$ cat src/rtl/vec_alu_sequencer.sv
// Vector ALU sequencer: per word RF read -> operand capture -> ALU -> RF write.
// Define VEC_ALU_SEQUENCER_TIMEOUT_EN to build in the WAIT-state watchdog.
module vec_alu_sequencer #(
  parameter int WORDS_PER_REG = 32,
  parameter int TIMEOUT       = 255
) (
  input  logic        clk,
  input  logic        reset,
  input  logic        cmd_valid,
  output logic        cmd_ready,
  input  logic [7:0]  cmd_instr,
  input  logic [9:0]  cmd_sew,
  input  logic [3:0]  cmd_vap,
  input  logic [7:0]  cmd_nwords,
  input  logic [4:0]  cmd_vs1,
  input  logic [4:0]  cmd_vs2,
  input  logic [4:0]  cmd_vs3,
  input  logic [4:0]  cmd_vd,
  output logic        rf_ren,
  output logic [9:0]  rf_raddr_a,
  output logic [9:0]  rf_raddr_b,
  output logic [9:0]  rf_raddr_c,
  input  logic [31:0] rf_rdata_a,
  input  logic [31:0] rf_rdata_b,
  input  logic [31:0] rf_rdata_c,
  output logic        rf_wen,
  output logic [9:0]  rf_waddr,
  output logic [31:0] rf_wdata,
  output logic        alu_start,
  output logic [7:0]  alu_instr,
  output logic [9:0]  alu_sew,
  output logic [3:0]  alu_vap,
  output logic [31:0] alu_opA,
  output logic [31:0] alu_opB,
  output logic [31:0] alu_opC,
  input  logic        alu_done,
  input  logic [31:0] alu_out,
  output logic        busy,
  output logic        done,
  output logic        err
);

  localparam int IW = (WORDS_PER_REG > 1) ? $clog2(WORDS_PER_REG) : 1;

  typedef enum logic [2:0] {
    S_IDLE, S_READ, S_ISSUE, S_WAIT, S_WRITE, S_FINISH
  } state_t;

  state_t r_state, w_next;

  logic [IW-1:0] r_idx;
  logic [7:0]    r_cnt;
  logic [7:0]    r_instr;
  logic [9:0]    r_sew;
  logic [3:0]    r_vap;
  logic [4:0]    r_vs1, r_vs2, r_vs3, r_vd;
  logic [31:0]   r_opa, r_opb, r_opc, r_res;

  logic [7:0]    w_cnt;
  logic          w_last;
  logic          w_accept;
  logic [4:0]    w_word;

  assign w_cnt    = (cmd_nwords > 8'(WORDS_PER_REG))
                  ? 8'(WORDS_PER_REG) : cmd_nwords;
  assign w_last   = (8'(r_idx) + 8'd1) >= r_cnt;
  assign w_accept = cmd_valid && (r_state == S_IDLE);
  assign w_word   = 5'(r_idx);

`ifdef VEC_ALU_SEQUENCER_TIMEOUT_EN
  logic [7:0] r_wdog;
  logic       w_tmo;

  // r_wdog holds the number of WAIT cycles already spent before this one
  assign w_tmo = (r_wdog == 8'(TIMEOUT - 1));

  always_ff @(posedge clk) begin
    if (reset) begin
      r_wdog <= '0;
    end else if (r_state == S_WAIT) begin
      r_wdog <= r_wdog + 8'd1;
    end else begin
      r_wdog <= '0;
    end
  end
`endif

  always_ff @(posedge clk) begin
    if (reset) begin
      r_state <= S_IDLE;
    end else begin
      r_state <= w_next;
    end
  end

  always_comb begin
    w_next    = r_state;
    rf_ren    = 1'b0;
    rf_wen    = 1'b0;
    alu_start = 1'b0;
    done      = 1'b0;
    err       = 1'b0;
    unique case (r_state)
      S_IDLE: begin
        if (cmd_valid) begin
          w_next = (w_cnt == 8'd0) ? S_FINISH : S_READ;
        end
      end
      S_READ: begin
        rf_ren = 1'b1;
        w_next = S_ISSUE;
      end
      S_ISSUE: begin
        w_next = S_WAIT;
      end
      S_WAIT: begin
        alu_start = 1'b1;
        if (alu_done) begin
          w_next = S_WRITE;
        end
`ifdef VEC_ALU_SEQUENCER_TIMEOUT_EN
        else if (w_tmo) begin
          err    = 1'b1;
          w_next = S_IDLE;
        end
`endif
      end
      S_WRITE: begin
        rf_wen = 1'b1;
        w_next = w_last ? S_FINISH : S_READ;
      end
      S_FINISH: begin
        done   = 1'b1;
        w_next = S_IDLE;
      end
      default: w_next = S_IDLE;
    endcase
  end

  always_ff @(posedge clk) begin
    if (reset) begin
      r_idx   <= '0;
      r_cnt   <= '0;
      r_instr <= '0;
      r_sew   <= '0;
      r_vap   <= '0;
      r_vs1   <= '0;
      r_vs2   <= '0;
      r_vs3   <= '0;
      r_vd    <= '0;
      r_opa   <= '0;
      r_opb   <= '0;
      r_opc   <= '0;
      r_res   <= '0;
    end else begin
      if (w_accept) begin
        r_idx   <= '0;
        r_cnt   <= w_cnt;
        r_instr <= cmd_instr;
        r_sew   <= cmd_sew;
        r_vap   <= cmd_vap;
        r_vs1   <= cmd_vs1;
        r_vs2   <= cmd_vs2;
        r_vs3   <= cmd_vs3;
        r_vd    <= cmd_vd;
      end
      if (r_state == S_ISSUE) begin
        r_opa <= rf_rdata_a;
        r_opb <= rf_rdata_b;
        r_opc <= rf_rdata_c;
      end
      if (r_state == S_WAIT && alu_done) begin
        r_res <= alu_out;
      end
      // only advance when another word follows, so idx never wraps
      if (r_state == S_WRITE && !w_last) begin
        r_idx <= r_idx + IW'(1);
      end
    end
  end

  assign cmd_ready  = (r_state == S_IDLE);
  assign busy       = (r_state != S_IDLE);
  assign rf_raddr_a = {r_vs1, w_word};
  assign rf_raddr_b = {r_vs2, w_word};
  assign rf_raddr_c = {r_vs3, w_word};
  assign rf_waddr   = {r_vd, w_word};
  assign rf_wdata   = r_res;
  assign alu_instr  = r_instr;
  assign alu_sew    = r_sew;
  assign alu_vap    = r_vap;
  assign alu_opA    = r_opa;
  assign alu_opB    = r_opb;
  assign alu_opC    = r_opc;

endmodule
$ cat config.mk
export PLATFORM = sky130hd
export DESIGN_NAME = vec_alu_sequencer
export DESIGN_NICKNAME = d
export VERILOG_FILES = /design/src/rtl/vec_alu_sequencer.sv
export SDC_FILE = /design/constraint.sdc
export NUM_CORES = 1
export LEC_CHECK = 0
export CAP_MARGIN = 25
export CORE_AREA = 2 2 147 149
export DETAILED_ROUTE_END_ITERATION = 16
export DIE_AREA = 0 0 149 151
export GPL_TIMING_DRIVEN = 1
export PLACE_DENSITY = 0.7
export SYNTH_ARGS = -nofsm -noshare
export SYNTH_HDL_FRONTEND = slang
export SYNTH_SLANG_ARGS = --single-unit
$ cat constraint.sdc
create_clock -name clk -period 7.35 [get_ports clk]
set_clock_uncertainty 0.15 [all_clocks]
set_input_delay 1.8375 -clock clk [delete_from_list [all_inputs] [get_ports clk]]
set_output_delay 1.8375 -clock clk [all_outputs]
set_load 0.01 [all_outputs]
==> results.md <==
- R2R depth: 9
- Final WL: between 20000 and 25000 um
- Final total power: between 2 and 2.5 mW
- Most frequent cells in the layout: clkdlybuf4s50_1 (376), nand2_1 (355), dfxtp_1 (186)
- I/O pin total: between 300 and 400
- Reg clk slew, reported paths: 0.07 ns
- CTS Buffer Depth: 2
- DR vias/cell: 4.63
- Hold_buf cts: 0
- GR Overflow Total: 0
- Multi-input logic area: ~2700 sq um
- Total nets after synthesis: about 1100
- Slew Limit Headroom: 0.315
- Largest family of logic cells by synthesized area: simple AND/OR/NAND/NOR gates
- Min-delay src: r_cnt[2]
- Endpoint class of the critical path: output port
- Crit share post-route: 0.555
- Top Usage Layer GRT: met2
- Drt drc: 0
- Syn Area/Cell: 7.88 sq um
- Slowest-stage cell, CP: dfxtp_1
- Skew-Pair Late Insertion Delay: between 0.4 and 0.5 ns
- Count of cell types in the netlist: around 40
- Synthesized area: about 6900 sq um
- Setup_tns: 0 ns
- Count of input and output buffers: roughly 380
- DRT antenna net count: 0
- Worst VDD drop: around 0.15 mV
- Pre-CTS setup slack: 3.39 ns
- RR Startpoint: r_idx[0]
- Mux share of post-synthesis cell area: 0
- Synth Area in Compound Gates: 0.156
- Routed WL per cell: between 15 and 20 um
- Reg-to-Reg End: r_idx[3]
- Pleak: roughly 4 nW
- Setup bufs post-CTS: 0
- Critical-path maximum fanout: 12
- Largest net degree at the start of global routing: 95
- Cells after Synth: 871
- Initial antenna violation count: 0
- CTS buffer count: 17
- DIE AREA: 22500 sq um
- GR Layer Usage met1: 0.229
- GPL Wtd Cong: 0.806
- Post-route cell area: 11300 sq um
- Final Hold Vio Count: 0
- Antenna cell count: 0
- Slew of the pin with the lowest slew margin: 1.03 ns
- Number of setup violations in the final report: 0
- Hold path cells: 2
- Placed Cells: 1453
- Met3 GRT Util: 0.0690
- RSZ-0062 raised after global routing: false
- First-pass GRT wire length: 33900 um
- Total Routing Usage GR: 0.191
- Finished Layout Cells: ~1500
- Req. time, crit path: roughly 5.4 ns
- Layout cell share with drive strength beyond 1: 0.0421
- Min Hold Slack: roughly 0.30 ns
- Sink Count: approximately 190
- Simple-Gate Fraction of Synth Area: 0.223
- DRT iter0 DRCs: ~300
- H-tree depth: 4
- Finished Core Util: 0.542
- CORE AREA: 20800 sq um
- Post-DP HPWL: around 16000 um
- Yosys Warn Count: 0
- Crit path DAT: roughly 2.1 ns
- Register area: about 3700 sq um
- R2R setup slack: around 4.6 ns
- Met2 usage: 0.320
- Die X: 149 um
- Power per cell area: 214 nW/um^2
- Root buffer cell: clkbuf_16
- HP Class: reg -> reg
- Yosys reg bits: 186
- Worst path max stage delay: about 0.65 ns
- Final min period: approximately 4 ns
- Filler cell count: around 2000
- Status: finished, final reports clean
- Maximum clock rate: about 0.25 GHz
- Commonest non-fill, non-tap cell in the layout: clkdlybuf4s50_1
- CP Cell Sequence: nand2_1 > inv_1 > clkdlybuf4s50_1
- Sequential element share of the synthesized area: 0.542
- Placed Area: 10700 sq um
- Adder-cell share of the synthesized area: 0.0128
- Hold EP: r_cnt[2]
- Initial Utilization: 0.330
- Max Cap Viol: 0
- Fin. max-slew vios: 0
- Startpoint class of the critical path: flop
- Num rows: 53
- Die height: between 150 and 200 um
- Xor and xnor fraction of the mapped netlist area: 0.00128
- Vias in the first global route: ~6300
- Cts repair resizes: 0
- Final nets: 1386
- P&R area growth vs syn: 64.4%
- Vias: 6879
- Setup ws final: about 3.3 ns
- Drt pass-1 iters: 4
- Critical path class: reg -> out
- CTS tree: yes
metal layers:
layer | share of wire | vias to the layer above
met5 | 0 | -
met4 | 0.019 | 0
met3 | 0.087 | 26
met2 | 0.48 | 234
met1 | 0.42 | 3151
li1 | - | 3468
report_power, final:
part	leakage (nW)	internal (mW)	switching [mW]
combinational	2.20	0.217	0.180
sequential	1.51	1.06	0.0293
clock	0.292	0.489	0.443
total	4.00	1.77	0.653
cell usage after synthesis (all sizes together):
library cell	count	share of area
nor3	4	0.0060
buf	42	0.038
nand2b	2	0.0018
o22ai	1	0.00091
a2111oi	3	0.0040
ha	7	0.013
nand3	7	0.0051
o31ai	2	0.0022
a41oi	1	0.0013
a221oi	1	0.0013
and3	5	0.0046
or3	1	0.00091
nor2	6	0.0036
inv	11	0.0060
and2	2	0.0018
dfxtp	186	0.54
o21a	2	0.0022
a211o	1	0.0013
clkbuf	36	0.020
nand2	355	0.19
o2111ai	3	0.0047
conb	1	0.00055
or2	1	0.00091
a211oi	2	0.0022
or3b	1	0.0013
o41ai	1	0.0013
a21o	3	0.0033
xnor2	1	0.0013
a21oi	177	0.13
o21ai	3	0.0022
nor4	3	0.0027
cells by family after synthesis:
| kind of cell | Yosys count |
|---|---|
| AND/OR/NAND/NOR | 387 |
| adder cells (fa/ha/maj) | 7 |
| AO/OA/AOI/OAI | 200 |
| flip-flops | 186 |
| XOR/XNOR | 1 |
| buffers and inverters | 89 |
| other | 1 |
area by class of cell:
class / count / share of cell area
well taps: 275 / 0.0305
flip-flops and latches: 186 / 0.330
multi-input cells: 596 / 0.241
clock inverters: 15 / 0.0161
inverters: 11 / 0.00366
clock buffers: 17 / 0.0377
repair buffers: 385 / 0.342
sequential cells by signal (all words and copies together) (netlist names):
| register | flops |
|---|---|
| alu_opA | 32 |
| r_idx | 5 |
| r_vs1 | 5 |
| alu_vap | 4 |
| alu_opC | 32 |
| r_cnt | 8 |
| alu_opB | 32 |
| alu_sew | 10 |
| r_vd | 5 |
| r_state | 3 |
| alu_instr | 8 |
| rf_wdata | 32 |
| r_vs3 | 5 |
| r_vs2 | 5 |
worst max path at each step:
| stage | startpoint | to |
|---|---|---|
| 2_1_floorplan | cmd_nwords[7] | r_state[2] |
| 3_3_place_gp | cmd_valid | r_idx[1] |
| 3_5_place_dp | cmd_valid | r_idx[1] |
| 4_1_cts | r_state[2] | rf_wen |
| 5_1_grt | r_state[2] | rf_wen |
| 6_report | r_state[2] | rf_wen |
worst max-delay path, delay by kind of cell, from the launching register on:
family	cells	cell delay [ns]
flip-flops	1	0.65
AND/OR/NAND/NOR	1	0.30
buffers and inverters	2	0.73
Power figures use the tool's default switching activity.
